**config.mk**
```make
export PLATFORM = sky130hd
export DESIGN_NAME = thunderbird_taillight_ctrl
export DESIGN_NICKNAME = d
export VERILOG_FILES = /design/src/rtl/thunderbird_taillight_ctrl.sv
export SDC_FILE = /design/constraint.sdc
export NUM_CORES = 1
export LEC_CHECK = 0
export BUFFER_PORTS_ARGS = -buffer_cell sky130_fd_sc_hd__buf_2
export CORE_UTILIZATION = 57
export DETAILED_ROUTE_END_ITERATION = 7
export GPL_TIMING_DRIVEN = 1
export HOLD_SLACK_MARGIN = 0.08
export PLACE_DENSITY = 0.91
export SETUP_SLACK_MARGIN = 0.3
export SYNTH_ARGS = -nofsm -noshare
export SYNTH_HDL_FRONTEND = slang
export SYNTH_SLANG_ARGS = --single-unit
export TNS_END_PERCENT = 30
```
**constraint.sdc**
```tcl
create_clock -name io_in -period 2.4 [get_ports io_in]
set_input_delay 0.12 -clock io_in [delete_from_list [all_inputs] [get_ports io_in]]
set_output_delay 0.12 -clock io_in [all_outputs]
set_load 0.02 [all_outputs]
```
**src/rtl/thunderbird_taillight_ctrl.sv**
```systemverilog
// Thunderbird tail-light sequencer: 2-flop input synchronizers, tick divider, Moore FSM, registered lamps.
// Optional debug outputs on io_out[7:6] when THUNDERBIRD_DBG_EN is defined.
module thunderbird_taillight_ctrl #(
    parameter int MAX_COUNT   = 1000,
    parameter int SYSTEM_FREQ = 6250,
    parameter int HZ          = 8
) (
    input  logic [7:0] io_in,
    output logic [7:0] io_out
);
    localparam int DIV   = SYSTEM_FREQ / HZ;
    localparam int CNT_W = $clog2(MAX_COUNT);

    typedef enum logic [2:0] {
        S_IDLE, S_L1, S_L2, S_L3, S_R1, S_R2, S_R3, S_LR3
    } state_t;

    logic w_clk, w_rst_n, w_unused;
    assign w_clk    = io_in[0];
    assign w_rst_n  = io_in[1];
    assign w_unused = ^io_in[7:5];

    // Switch order in the synchronizer: {haz, right, left}
    logic [2:0]       r_sync1, r_sync2;
    logic [CNT_W-1:0] r_cnt;
    logic             w_tick;
    state_t           r_state, w_next;
    logic [5:0]       r_lamps, w_lamps;
    logic             w_left, w_right, w_haz;

    assign w_left  = r_sync2[0];
    assign w_right = r_sync2[1];
    assign w_haz   = r_sync2[2];
    assign w_tick  = (r_cnt == CNT_W'(DIV - 1));

    // NOTE: reset is sampled on the clock edge, so it sits inside the clocked branch, and all state uses <=.
    always_ff @(posedge w_clk) begin
        if (!w_rst_n) begin
            r_sync1 <= '0;
            r_sync2 <= '0;
        end else begin
            r_sync1 <= io_in[4:2];
            r_sync2 <= r_sync1;
        end
    end

    always_ff @(posedge w_clk) begin
        if (!w_rst_n || w_tick) r_cnt <= '0;
        else                    r_cnt <= r_cnt + 1'b1;
    end

    always_ff @(posedge w_clk) begin
        if (!w_rst_n)    r_state <= S_IDLE;
        else if (w_tick) r_state <= w_next;
    end

    // NOTE: defaults first so every path assigns both outputs and no latch is inferred.
    always_comb begin
        w_next  = r_state;
        w_lamps = 6'b000000;
        unique case (r_state)
            S_IDLE: begin
                if (w_haz || (w_left && w_right)) w_next = S_LR3;
                else if (w_left)                  w_next = S_L1;
                else if (w_right)                 w_next = S_R1;
            end
            S_L1: begin w_next = w_haz ? S_LR3 : S_L2; w_lamps = 6'b001000; end
            S_L2: begin w_next = w_haz ? S_LR3 : S_L3; w_lamps = 6'b011000; end
            S_L3: begin w_next = S_IDLE;               w_lamps = 6'b111000; end
            S_R1: begin w_next = w_haz ? S_LR3 : S_R2; w_lamps = 6'b000100; end
            S_R2: begin w_next = w_haz ? S_LR3 : S_R3; w_lamps = 6'b000110; end
            S_R3: begin w_next = S_IDLE;               w_lamps = 6'b000111; end
            S_LR3: begin w_next = S_IDLE;              w_lamps = 6'b111111; end
            default: w_next = S_IDLE;
        endcase
    end

    // Lamps follow the state one cycle later, free of input-driven glitches.
    always_ff @(posedge w_clk) begin
        if (!w_rst_n) r_lamps <= '0;
        else          r_lamps <= w_lamps;
    end

    assign io_out[5:0] = r_lamps;

`ifdef THUNDERBIRD_DBG_EN
    logic r_dbg_tick, r_dbg_lr3;

    always_ff @(posedge w_clk) begin
        if (!w_rst_n) begin
            r_dbg_tick <= 1'b0;
            r_dbg_lr3  <= 1'b0;
        end else begin
            r_dbg_tick <= w_tick;
            r_dbg_lr3  <= (r_state == S_LR3);
        end
    end

    assign io_out[7:6] = {r_dbg_lr3, r_dbg_tick};
`else
    assign io_out[7:6] = 2'b00;
`endif

endmodule

```
==> results list <==
* Remaining antenna violation count: 0
- Counting flops with a built-in enable in the synthesized netlist gives 0.
- Maximum resistive drop on vdd: 0.864 mV
- Setup tns final: 0 ns
- The number of antenna violations at the first check in global routing was 0.
- Max-capacitance violation count: 0
- Average wire per standard cell: 13.1 um
- Setup violations remaining at the end of the flow were counted as 0.
- Number of endpoints with negative hold slack in the final report: 3
* Failing checks: DRC, hold timing
- Static Leakage: 0.526 nW
- Most used flip-flop cell after synthesis: sky130_fd_sc_hd__dfxtp_1
- After synthesis, the share of flip-flops with an asynchronous set or reset is 0%.
* Most common cell after layout, fill and taps aside: sky130_fd_sc_hd__dfxtp_1
- DRC errors left: 1
- Cell at the slowest stage of the critical path: sky130_fd_sc_hd__a31o_1
- RSZ-0062 raised after global routing: no
* Worst hold margin: -0.193 ns
- Share of cells above drive strength 1: 20.9%
- The number of gates resized after CTS was 0.
* Num ports: 16
- After synthesis, the netlist uses 31 different library cells.
- Initial DRC count: 31
- Together, buffers and inverters on the worst path number 4.
* Final nets: 136
* First-pass GRT wire length: 3140 um
- In this run the vertical extent of the chip is 43.7 um.
- Across every metal layer, demand over resource in global routing totals 25.2%.
- Wirelength, routed: 1900 um
- The kind of cell with the highest combined delay along the critical path is buffers and inverters.
* Critical-path maximum fanout: 7
- The count of cells in the finished layout, fillers not included, comes to 145.
- Final slew viol count: 0
- From synthesis to final layout, the design area changed by 16.6%.
- Entering global routing, the biggest net connects 15 pins.
- After legalization and detailed placement, the total HPWL measured 1120 um.
* Cell mode on critical path: sky130_fd_sc_hd__clkbuf_4
- In this run the most critical hold path is launched from io_in[3].
- Once the floorplan was initialized, standard cells occupied 63.6% of the core.
- After technology mapping, the gate count stands at 106.
- Critical path startpoint category: clock port
* Type of the worst setup path: clock port to flip-flop
- Critical Path AT: 2.21 ns
- Number of search-and-repair iterations in the first detailed-routing pass: 8
- CP required: 2.61 ns
- For this run, the number of Yosys warnings is 0.
- Overall die width: 43.7 um
- Buffers placed on the I/O ports in this run total 6.
* Register-to-register setup slack: 0.78 ns
- Buffers added to address setup during post-CTS repair amount to 0.
* HP Class: clock port to flip-flop
* Via count normalized by instance count: 5.61
- Once placement finished, the instance area stood at 1020 um2.
* Result of the run: finished with violations
- Total power for the finished layout comes to 1.33 mW.
- TritonCTS built the clock tree.
- At the end of routability-driven placement, the weighted congestion stood at 0.877.
- The endpoint identified for the worst register-to-register timing path is r_cnt[2].
* Die ar.: 1910 um2
- In this design, the stage delay of the slowest critical-path cell is 0.20 ns.
* N_diodes: 0
* Worst-case clock skew: 0.00234 ns
* Commonest non-fill, non-tap cells in the layout: sky130_fd_sc_hd__dfxtp_1, sky130_fd_sc_hd__clkbuf_4, sky130_fd_sc_hd__nor2_1, sky130_fd_sc_hd__and2_1, sky130_fd_sc_hd__nand2_1
- Count of cells along the worst register-to-register path: 8
- Skew-Pair Late Insertion Delay: 0.31 ns
- In this run the critical register-to-register path is launched from r_cnt[0].
- Design Area, Final: 1160 um2
- Hold-fix buffer count after cts: 0
- For this run the aggregate overflow at the end of global routing stands at 0.
- Detailed routing inserted a total of 814 vias.
- Power spread over the standard cell area amounts to 1150 nW/um2.
* Post-synthesis sequential area ratio: 50.4%
* Hold Path Stages: 1
- Post-synthesis register bit count: 25
* Destination of the worst hold path: r_sync1[1]
- Clk pin slew, worst setup/hold paths: 0.13 ns
- The worst setup path is captured at a flip-flop.
- The number of global-route vias before repair is 952.
- Number of rows created at floorplan: 14
- Core Footprint: 1560 um2
* Post-Place Cells: 125
- Averaged over all synthesized cells, the footprint is 9.36 um2.
- The signal on the critical path passes through clkbuf_4 -> clkbuf_4 -> and2_1 -> clkbuf_4 -> clkbuf_4 -> o21a_1 -> a31o_1.
* Area of the mapped netlist: 992 um2
-- logic make-up (layout without fill, tap and decap cells) --
family | count (synthesis) | count (layout) | synth area share, %
flip-flops | 25 | 25 | 50.4
AND/OR/NAND/NOR | 49 | 49 | 26.9
AO/OA/AOI/OAI | 12 | 12 | 7.69
adder cells (fa/ha/maj) | 2 | 2 | 2.52
XOR/XNOR | 7 | 7 | 6.18
buffers and inverters | 8 | 30 | 3.91
other | 1 | 2 | 0.378
multiplexers | 2 | 2 | 2.02
-- sequential cells by signal (all words and copies together) (netlist names) --
signal   count
r_cnt       10
r_lamps      6
r_state      3
r_sync1      3
r_sync2      3
-- report_power, final --
group	internal [mW]	switching (mW)
Sequential	0.464	0
Clock	0.425	0.443
Combinational	0	0.00274
Total	0.890	0.445
-- worst max path at each step --
stage / start / cells after the start / to / slack (ns)
floorplan: io_in[1] / 3 / r_state[2] / 0.68
global placement: io_in[1] / 3 / r_state[2] / 0.68
detailed placement: io_in[1] / 3 / r_state[2] / 0.68
CTS: io_in[1] / 7 / r_state[2] / 0.39
global route: io_in[1] / 7 / r_state[2] / 0.37
finish: io_in[1] / 7 / r_state[2] / 0.40
-- synthesized netlist by cell type (2+ instances only) --
library cell               instances  area share (%)
sky130_fd_sc_hd__xor2_1            4             3.5
sky130_fd_sc_hd__nor3_1            2             1.0
sky130_fd_sc_hd__ha_1              2             2.5
sky130_fd_sc_hd__buf_4             2             1.5
sky130_fd_sc_hd__nand2_1           7             2.6
sky130_fd_sc_hd__mux2i_1           2             2.0
sky130_fd_sc_hd__dfxtp_1          25              50
sky130_fd_sc_hd__and3_1            3             1.9
sky130_fd_sc_hd__and2_1           10             6.3
sky130_fd_sc_hd__nand4_1           3             1.9
sky130_fd_sc_hd__inv_1             4             1.5
sky130_fd_sc_hd__o21ai_0           2             1.0
sky130_fd_sc_hd__nor2b_1           2             1.3
sky130_fd_sc_hd__nand2b_1          2             1.3
sky130_fd_sc_hd__o22ai_1           2             1.3
sky130_fd_sc_hd__xnor2_1           3             2.6
sky130_fd_sc_hd__or3_1             2             1.3
sky130_fd_sc_hd__nor2_1           12             4.5
sky130_fd_sc_hd__nand3_1           2             1.0
sky130_fd_sc_hd__a21oi_1           4             2.0
-- final cells by class --
class | instances | area (um2)
flip-flops and latches | 25 | 500
multi-input cells | 74 | 457
fillers | 109 | 402
clock buffers | 19 | 130
repair buffers | 6 | 30.0
well taps | 16 | 20.0
inverters | 4 | 15.0
clock inverters | 1 | 5.00
-- through the flow --
step | util, % | setup WS (ns)
after floorplan | - | 0.678
after global placement | 65.6 | 0.678
after detailed placement | 65.6 | 0.678
after CTS | 74.2 | 0.388
after global routing | 74.2 | 0.367
final | 74.2 | 0.403
-- metal layers --
metal  vias up  global-route usage, %  part of all wire [%]  routed length (um)
met5         -                      0                     0                   0
met4         0                   50.6                   4.2                  79
met3        13                   23.8                   9.6                 182
met2        50                   22.1                    46                 881
met1       357                   20.5                    40                 759
li1        394                      -                     -                   -
-- worst reg2reg max path, stage by stage, from the launching register on --
cell                       delay, ns
sky130_fd_sc_hd__dfxtp_1        0.43
sky130_fd_sc_hd__inv_1          0.07
sky130_fd_sc_hd__ha_1           0.19
sky130_fd_sc_hd__and4bb_1       0.21
sky130_fd_sc_hd__nand4_2        0.16
sky130_fd_sc_hd__nand2_1        0.09
sky130_fd_sc_hd__clkbuf_4       0.15
sky130_fd_sc_hd__clkbuf_4       0.15
sky130_fd_sc_hd__nor2_1         0.12
Note: power is estimated with default switching activity, not from simulation.
